File: config.mk
export PLATFORM = sky130hd
export DESIGN_NAME = led_serial_driver
export DESIGN_NICKNAME = d
export VERILOG_FILES = /design/src/rtl/led_drv_pkg.sv /design/src/rtl/led_drv_tick.sv /design/src/rtl/led_serial_driver.sv
export SDC_FILE = /design/constraint.sdc
export NUM_CORES = 1
export LEC_CHECK = 0
export ABC_AREA = 1
export BUFFER_PORTS_ARGS = -buffer_cell sky130_fd_sc_hd__buf_2
export CAP_MARGIN = 20
export CORE_MARGIN = 1.5
export CORE_UTILIZATION = 49
export CTS_BUF_LIST = sky130_fd_sc_hd__clkbuf_16
export CTS_CLUSTER_DIAMETER = 100
export DETAILED_ROUTE_END_ITERATION = 8
export GPL_ROUTABILITY_DRIVEN = 1
export HOLD_SLACK_MARGIN = 0.06
export PLACE_DENSITY = 0.74
export SLEW_MARGIN = 30
export SYNTH_ARGS = -nofsm -noshare
export SYNTH_HDL_FRONTEND = slang
export SYNTH_HIERARCHICAL = 1
export SYNTH_SLANG_ARGS = --single-unit
File: constraint.sdc
create_clock -name clk -period 1.6 [get_ports clk]
set_input_delay 0.32 -clock clk [delete_from_list [all_inputs] [get_ports clk]]
set_output_delay 0.32 -clock clk [all_outputs]
set_load 0.01 [all_outputs]
File: src/rtl/led_drv_pkg.sv
// led_drv_pkg: state encoding and counter-width helper shared by led_serial_driver and its phase tick.
package led_drv_pkg;
  typedef enum logic [1:0] {IDLE, SHIFT_LO, SHIFT_HI, LATCH} state_e;
  function automatic int cnt_w(input int n);
    return (n > 1) ? $clog2(n) : 1;
  endfunction
endpackage

File: src/rtl/led_drv_tick.sv
// led_drv_tick: CLK_DIV-cycle phase counter, emits phase_end_o on the last cycle of each phase.
module led_drv_tick
  import led_drv_pkg::*;
#(
  parameter int CLK_DIV = 4
) (
  input  logic clk,
  input  logic rst,
  input  logic clr_i,
  input  logic en_i,
  output logic phase_end_o
);
  localparam int PW = cnt_w(CLK_DIV);
  logic [PW-1:0] phase_q, phase_d;
  assign phase_end_o = en_i && (phase_q == PW'(CLK_DIV - 1));
  always_comb phase_d = (clr_i || phase_end_o) ? '0 : en_i ? phase_q + PW'(1) : phase_q;
  always_ff @(posedge clk or posedge rst)
    if (rst) phase_q <= '0;
    else phase_q <= phase_d;
endmodule

File: src/rtl/led_serial_driver.sv
// led_serial_driver: shifts a WIDTH-bit frame MSB-first to a 74HC595-style chain, then pulses the latch.
// Define LED_DRV_PENDING_EN to add a one-deep pending buffer for loads that arrive while busy.
module led_serial_driver
  import led_drv_pkg::*;
#(
  parameter int WIDTH   = 16,
  parameter int CLK_DIV = 4
) (
  input  logic             clk,
  input  logic             rst,
  input  logic [WIDTH-1:0] frame_i,
  input  logic             load_i,
  output logic             busy_o,
  output logic             done_o,
  output logic             sclk_o,
  output logic             sdata_o,
  output logic             latch_o
);
  localparam int BW = cnt_w(WIDTH);
  state_e           state_q, state_d;
  logic [WIDTH-1:0] sr_q, sr_d;
  logic [BW-1:0]    bit_q, bit_d;
  logic             done_d, phase_end, accept;
  assign accept = load_i && (state_q == IDLE);
  led_drv_tick #(.CLK_DIV(CLK_DIV)) u_tick (
    .clk        (clk),
    .rst        (rst),
    .clr_i      (accept),
    .en_i       (state_q != IDLE),
    .phase_end_o(phase_end)
  );
`ifdef LED_DRV_PENDING_EN
  logic [WIDTH-1:0] pend_q, pend_d;
  logic             pend_v_q, pend_v_d;
  always_comb begin
    pend_d   = pend_q;
    pend_v_d = pend_v_q;
    if (state_q == LATCH && phase_end) pend_v_d = 1'b0;
    else if (load_i && state_q != IDLE) begin
      pend_d   = frame_i;
      pend_v_d = 1'b1;
    end
  end
  always_ff @(posedge clk or posedge rst)
    if (rst) begin
      pend_q   <= '0;
      pend_v_q <= 1'b0;
    end else begin
      pend_q   <= pend_d;
      pend_v_q <= pend_v_d;
    end
`endif
  always_comb begin
    state_d = state_q;
    sr_d    = sr_q;
    bit_d   = bit_q;
    done_d  = 1'b0;
    case (state_q)
      IDLE: if (load_i) begin
        state_d = SHIFT_LO;
        sr_d    = frame_i;
        bit_d   = '0;
      end
      SHIFT_LO: if (phase_end) state_d = SHIFT_HI;
      SHIFT_HI: if (phase_end) begin
        if (bit_q == BW'(WIDTH - 1)) state_d = LATCH;
        else begin
          state_d = SHIFT_LO;
          sr_d    = sr_q << 1;
          bit_d   = bit_q + BW'(1);
        end
      end
      LATCH: if (phase_end) begin
        done_d  = 1'b1;
        state_d = IDLE;
`ifdef LED_DRV_PENDING_EN
        // a load on this very edge is the latest request, so it beats the buffered one
        if (pend_v_q || load_i) begin
          state_d = SHIFT_LO;
          sr_d    = load_i ? frame_i : pend_q;
          bit_d   = '0;
        end
`endif
      end
      default: state_d = IDLE;
    endcase
  end
  always_ff @(posedge clk or posedge rst)
    if (rst) begin
      state_q <= IDLE;
      sr_q    <= '0;
      bit_q   <= '0;
      busy_o  <= 1'b0;
      done_o  <= 1'b0;
      sclk_o  <= 1'b0;
      sdata_o <= 1'b0;
      latch_o <= 1'b0;
    end else begin
      state_q <= state_d;
      sr_q    <= sr_d;
      bit_q   <= bit_d;
      busy_o  <= state_d != IDLE;
      done_o  <= done_d;
      sclk_o  <= state_d == SHIFT_HI;
      latch_o <= state_d == LATCH;
      if (state_d == SHIFT_LO || state_d == SHIFT_HI) sdata_o <= sr_d[WIDTH-1];
    end
endmodule

==> results.sh <==
export IMPL_outcome="completed"
export IMPL_grt_pass1_wl_mm=4.89
export IMPL_hold_class="primary input to flop"
export IMPL_wirelength_mm=2.88
export IMPL_ys_types=23
export IMPL_die_y_um=56.7
export IMPL_drive_gt1_share_pct=33.5
export IMPL_r2r_end="sdata_o"
export IMPL_cp_slowest_stage_delay_ns=0.39
export IMPL_ff2ff_setup_slack_ns=0.04
export IMPL_core_area_sq_um=2730
export IMPL_critPathSlowestCell="dfrtp_1"
export IMPL_total_power_uw=3560
export IMPL_power_switching_uw=1250
export IMPL_path_depth=9
export IMPL_total_leakage_power_uw=0.000970
export IMPL_synth_seq_cells=29
export IMPL_drt_antenna_violating_nets=0
export IMPL_p_int_uw=2300
export IMPL_track_usage_pct=20.9
export IMPL_tightest_slew_ns=0.344
export IMPL_hold_viol=0
export IMPL_place_area_sq_um=1570
export IMPL_synthCells=151
export IMPL_swShare_pct=35.3
export IMPL_die_w_um=56.7
export IMPL_die_area_sq_um=3210
export IMPL_power_frac_clock_pct=30.4
export IMPL_wl_per_cell_um=13.1
export IMPL_reg2reg_depth=9
export IMPL_syn_avg_cell_area_sq_um=9.35
export IMPL_synthToLayoutAreaGrowth_pct=27.7
export IMPL_crit_type="flop to flop"
export IMPL_fin_crit_sh_pct=97.6
export IMPL_whs_path_depth=3
export IMPL_ctsRootBufferMaster="clkbuf_16"
export IMPL_grt_pass1_vias=1055
export IMPL_power_frac_comb_pct=35.4
export IMPL_fin_area_sq_um=1800
export IMPL_insertion_delay_ns=0.28
export IMPL_clockBufferDepth=2
export IMPL_seq_power_share_pct=34.1
export IMPL_ys_seq_area_share_pct=51.4
export IMPL_ys_warn_count=6
export IMPL_min_period_ns=1.56
export IMPL_gp_congestion=0.831
export IMPL_cap_violations=0
export IMPL_setup_viol=0
export IMPL_clk_pin_slew_ns=0.05
export IMPL_grt_ovfl_total=0
export IMPL_dp_hpwl_mm=1.88
export IMPL_hold_ws_ns=0.243
export IMPL_portBuffers=23
export IMPL_drt_pass1_iterations=4
export IMPL_final_setup_tns_ns=0
export IMPL_endpoint_kind="flop"
export IMPL_antennaDiodeCount=0
export IMPL_relSlewSlack_pct=77.1
export IMPL_drtIter0Drc=46
export IMPL_drcViolationCount=0
export IMPL_slew_viol_final=0
export IMPL_cts_tree="built"
export IMPL_fmax_ghz=0.640
export IMPL_fin_util_pct=65.9
export IMPL_cp_required_ns=1.77
export IMPL_synth_fp_nets=175
export IMPL_syn_cell_area_sq_um=1410
export IMPL_powerDensity_nw_per_um2=1970
export IMPL_hp_start="frame_i[0]"
export IMPL_crit_top_cell="nand2_1"
export IMPL_fillers=209
export IMPL_path_delay_family="adder cells"
export IMPL_fin_skew_ns=0.00181
export IMPL_grt_max_degree=28
export IMPL_min_to="sr_q[0]"
export IMPL_vias_per_cell=5.13
export IMPL_path_cells="ha_1 > nand2_2 > inv_2 > nand2_1 > inv_1 > a22oi_2 > ha_4 > nand2_1 > nand2_1"
export IMPL_htreeDepth=2
export IMPL_critPathArrivalTime_ns=1.74
export IMPL_critPathMaxFanout=3
export IMPL_ir_drop_mv=1.78
export IMPL_path_buf_inv=2
export IMPL_cts_made_buffers=5
export IMPL_clock_sinks=29
export IMPL_seqCellArea_sq_um=726
export IMPL_r2r_start="u_tick/phase_q[0]"
export IMPL_cp_start_kind="flop"
export IMPL_antenna_found_initial=0
export IMPL_nets=211
export IMPL_multi_input_area_sq_um=606
export IMPL_initial_core_util_pct=51.6
export IMPL_ios=24
export IMPL_row_count=19
export IMPL_vias=1124
power groups by stage:
| stage | Combinational, uW | Sequential (uW) | Clock (uW) |
|---|---|---|---|
| 2_1_floorplan | 796 | 1210 | 0 |
| 3_3_place_gp | 1040 | 1200 | 0 |
| 3_5_place_dp | 1090 | 1220 | 0 |
| 4_1_cts | 1120 | 1210 | 1110 |
| 5_1_grt | 1400 | 1250 | 1130 |
| 6_report | 1260 | 1210 | 1080 |
per-stage QoR:
step | instances | setup slack (ns)
global placement | 207 | 0.0770
finish | 219 | 0.0380
CTS | 216 | 0.0340
detailed placement | 207 | 0.00212
floorplan | 151 | 0.0141
global route | 219 | -0.0257
final cells by class:
cell class                      count  area share (%)
Inverter                           19            4.23
Multi-Input combinational cell    100            33.6
Sequential cell                    29            40.2
Tap cell                           31            2.15
Timing Repair Buffer               32            10.3
Clock buffer                        5            6.94
Clock inverter                      3            2.57
sequential cells by signal (all words and copies together), names as in the netlist:
| signal | count |
|---|---|
| sdata_o | 1 |
| latch_o | 1 |
| sclk_o | 1 |
| busy_o | 1 |
| state_q | 2 |
| bit_q | 4 |
| done_o | 1 |
| u_tick/phase_q | 2 |
| sr_q | 16 |
cell families after synthesis:
logic type | share of synthesized area (%)
XOR/XNOR | 0.621
AND/OR/NAND/NOR | 25.2
flip-flops | 51.4
adder cells (fa/ha/maj) | 4.43
buffers and inverters | 7.80
AO/OA/AOI/OAI | 10.5
worst reg2reg max path: stages, from the launching register on:
cell	delay [ns]
dfrtp_1	0.39
ha_1	0.22
nand2_2	0.09
inv_2	0.05
nand2_1	0.07
inv_1	0.06
a22oi_2	0.21
ha_4	0.25
nand2_1	0.07
nand2_1	0.05
worst max-delay path by stage:
stage / start / end / slack (ns)
2_1_floorplan: state_q[1] / sdata_o / 0.01
6_report: u_tick/phase_q[0] / sdata_o / 0.04
3_5_place_dp: u_tick/phase_q[0] / sdata_o / 0.002
5_1_grt: u_tick/phase_q[1] / sdata_o / -0.03
3_3_place_gp: u_tick/phase_q[0] / sdata_o / 0.08
4_1_cts: u_tick/phase_q[0] / sdata_o / 0.03
routing by layer:
metal	global-route usage, %	up-vias	part of all wire, %
li1	-	560	-
met1	25.9	526	44
met2	30.9	32	48
met3	9.45	6	6.0
met4	9.86	0	2.0
met5	0	-	0
synth_stat cells:
master | count | share of area (%)
a21oi_1 | 1 | 0.35
nor2_8 | 1 | 1.4
nand2_1 | 52 | 14
nand3_4 | 2 | 2.5
nand4_1 | 1 | 0.44
nor2_4 | 1 | 0.80
inv_2 | 4 | 1.1
nor2_2 | 1 | 0.44
inv_1 | 13 | 3.5
nand2_2 | 2 | 0.89
inv_4 | 2 | 0.89
a21oi_2 | 1 | 0.62
nand2_4 | 1 | 0.80
buf_6 | 3 | 2.4
ha_1 | 5 | 4.4
o21ai_1 | 2 | 0.71
a22oi_1 | 16 | 8.5
nor2_1 | 6 | 1.6
dfrtp_1 | 29 | 51
xor2_1 | 1 | 0.62
nand3_1 | 5 | 1.8
nand3_2 | 1 | 0.71
o21ai_0 | 1 | 0.35
layout by cell type (no fill, tap or decap), drive strengths merged:
cell type and n:
nor2 9, nand2 55, clkinvlp 1, inv 19, a21oi 2, clkbuf 5, o21ai 3, dlygate4sd3 1
xor2 1, buf 31, dfrtp 29, ha 5, a22oi 16, nand3 8, clkinv 1, nand4 1
bufinv 1
what timing repair did:
item / in CTS / in global routing
cloned: 0 / 0
resized for setup: 1 / 5
endpoints found under the hold margin: 2 / 0
setup buffers: 0 / 3
setup endpoints to repair: 1 / 2
pin swaps: 0 / 2
hold buffers: 1 / 0
No activity file was read; power rests on OpenSTA's default activity.
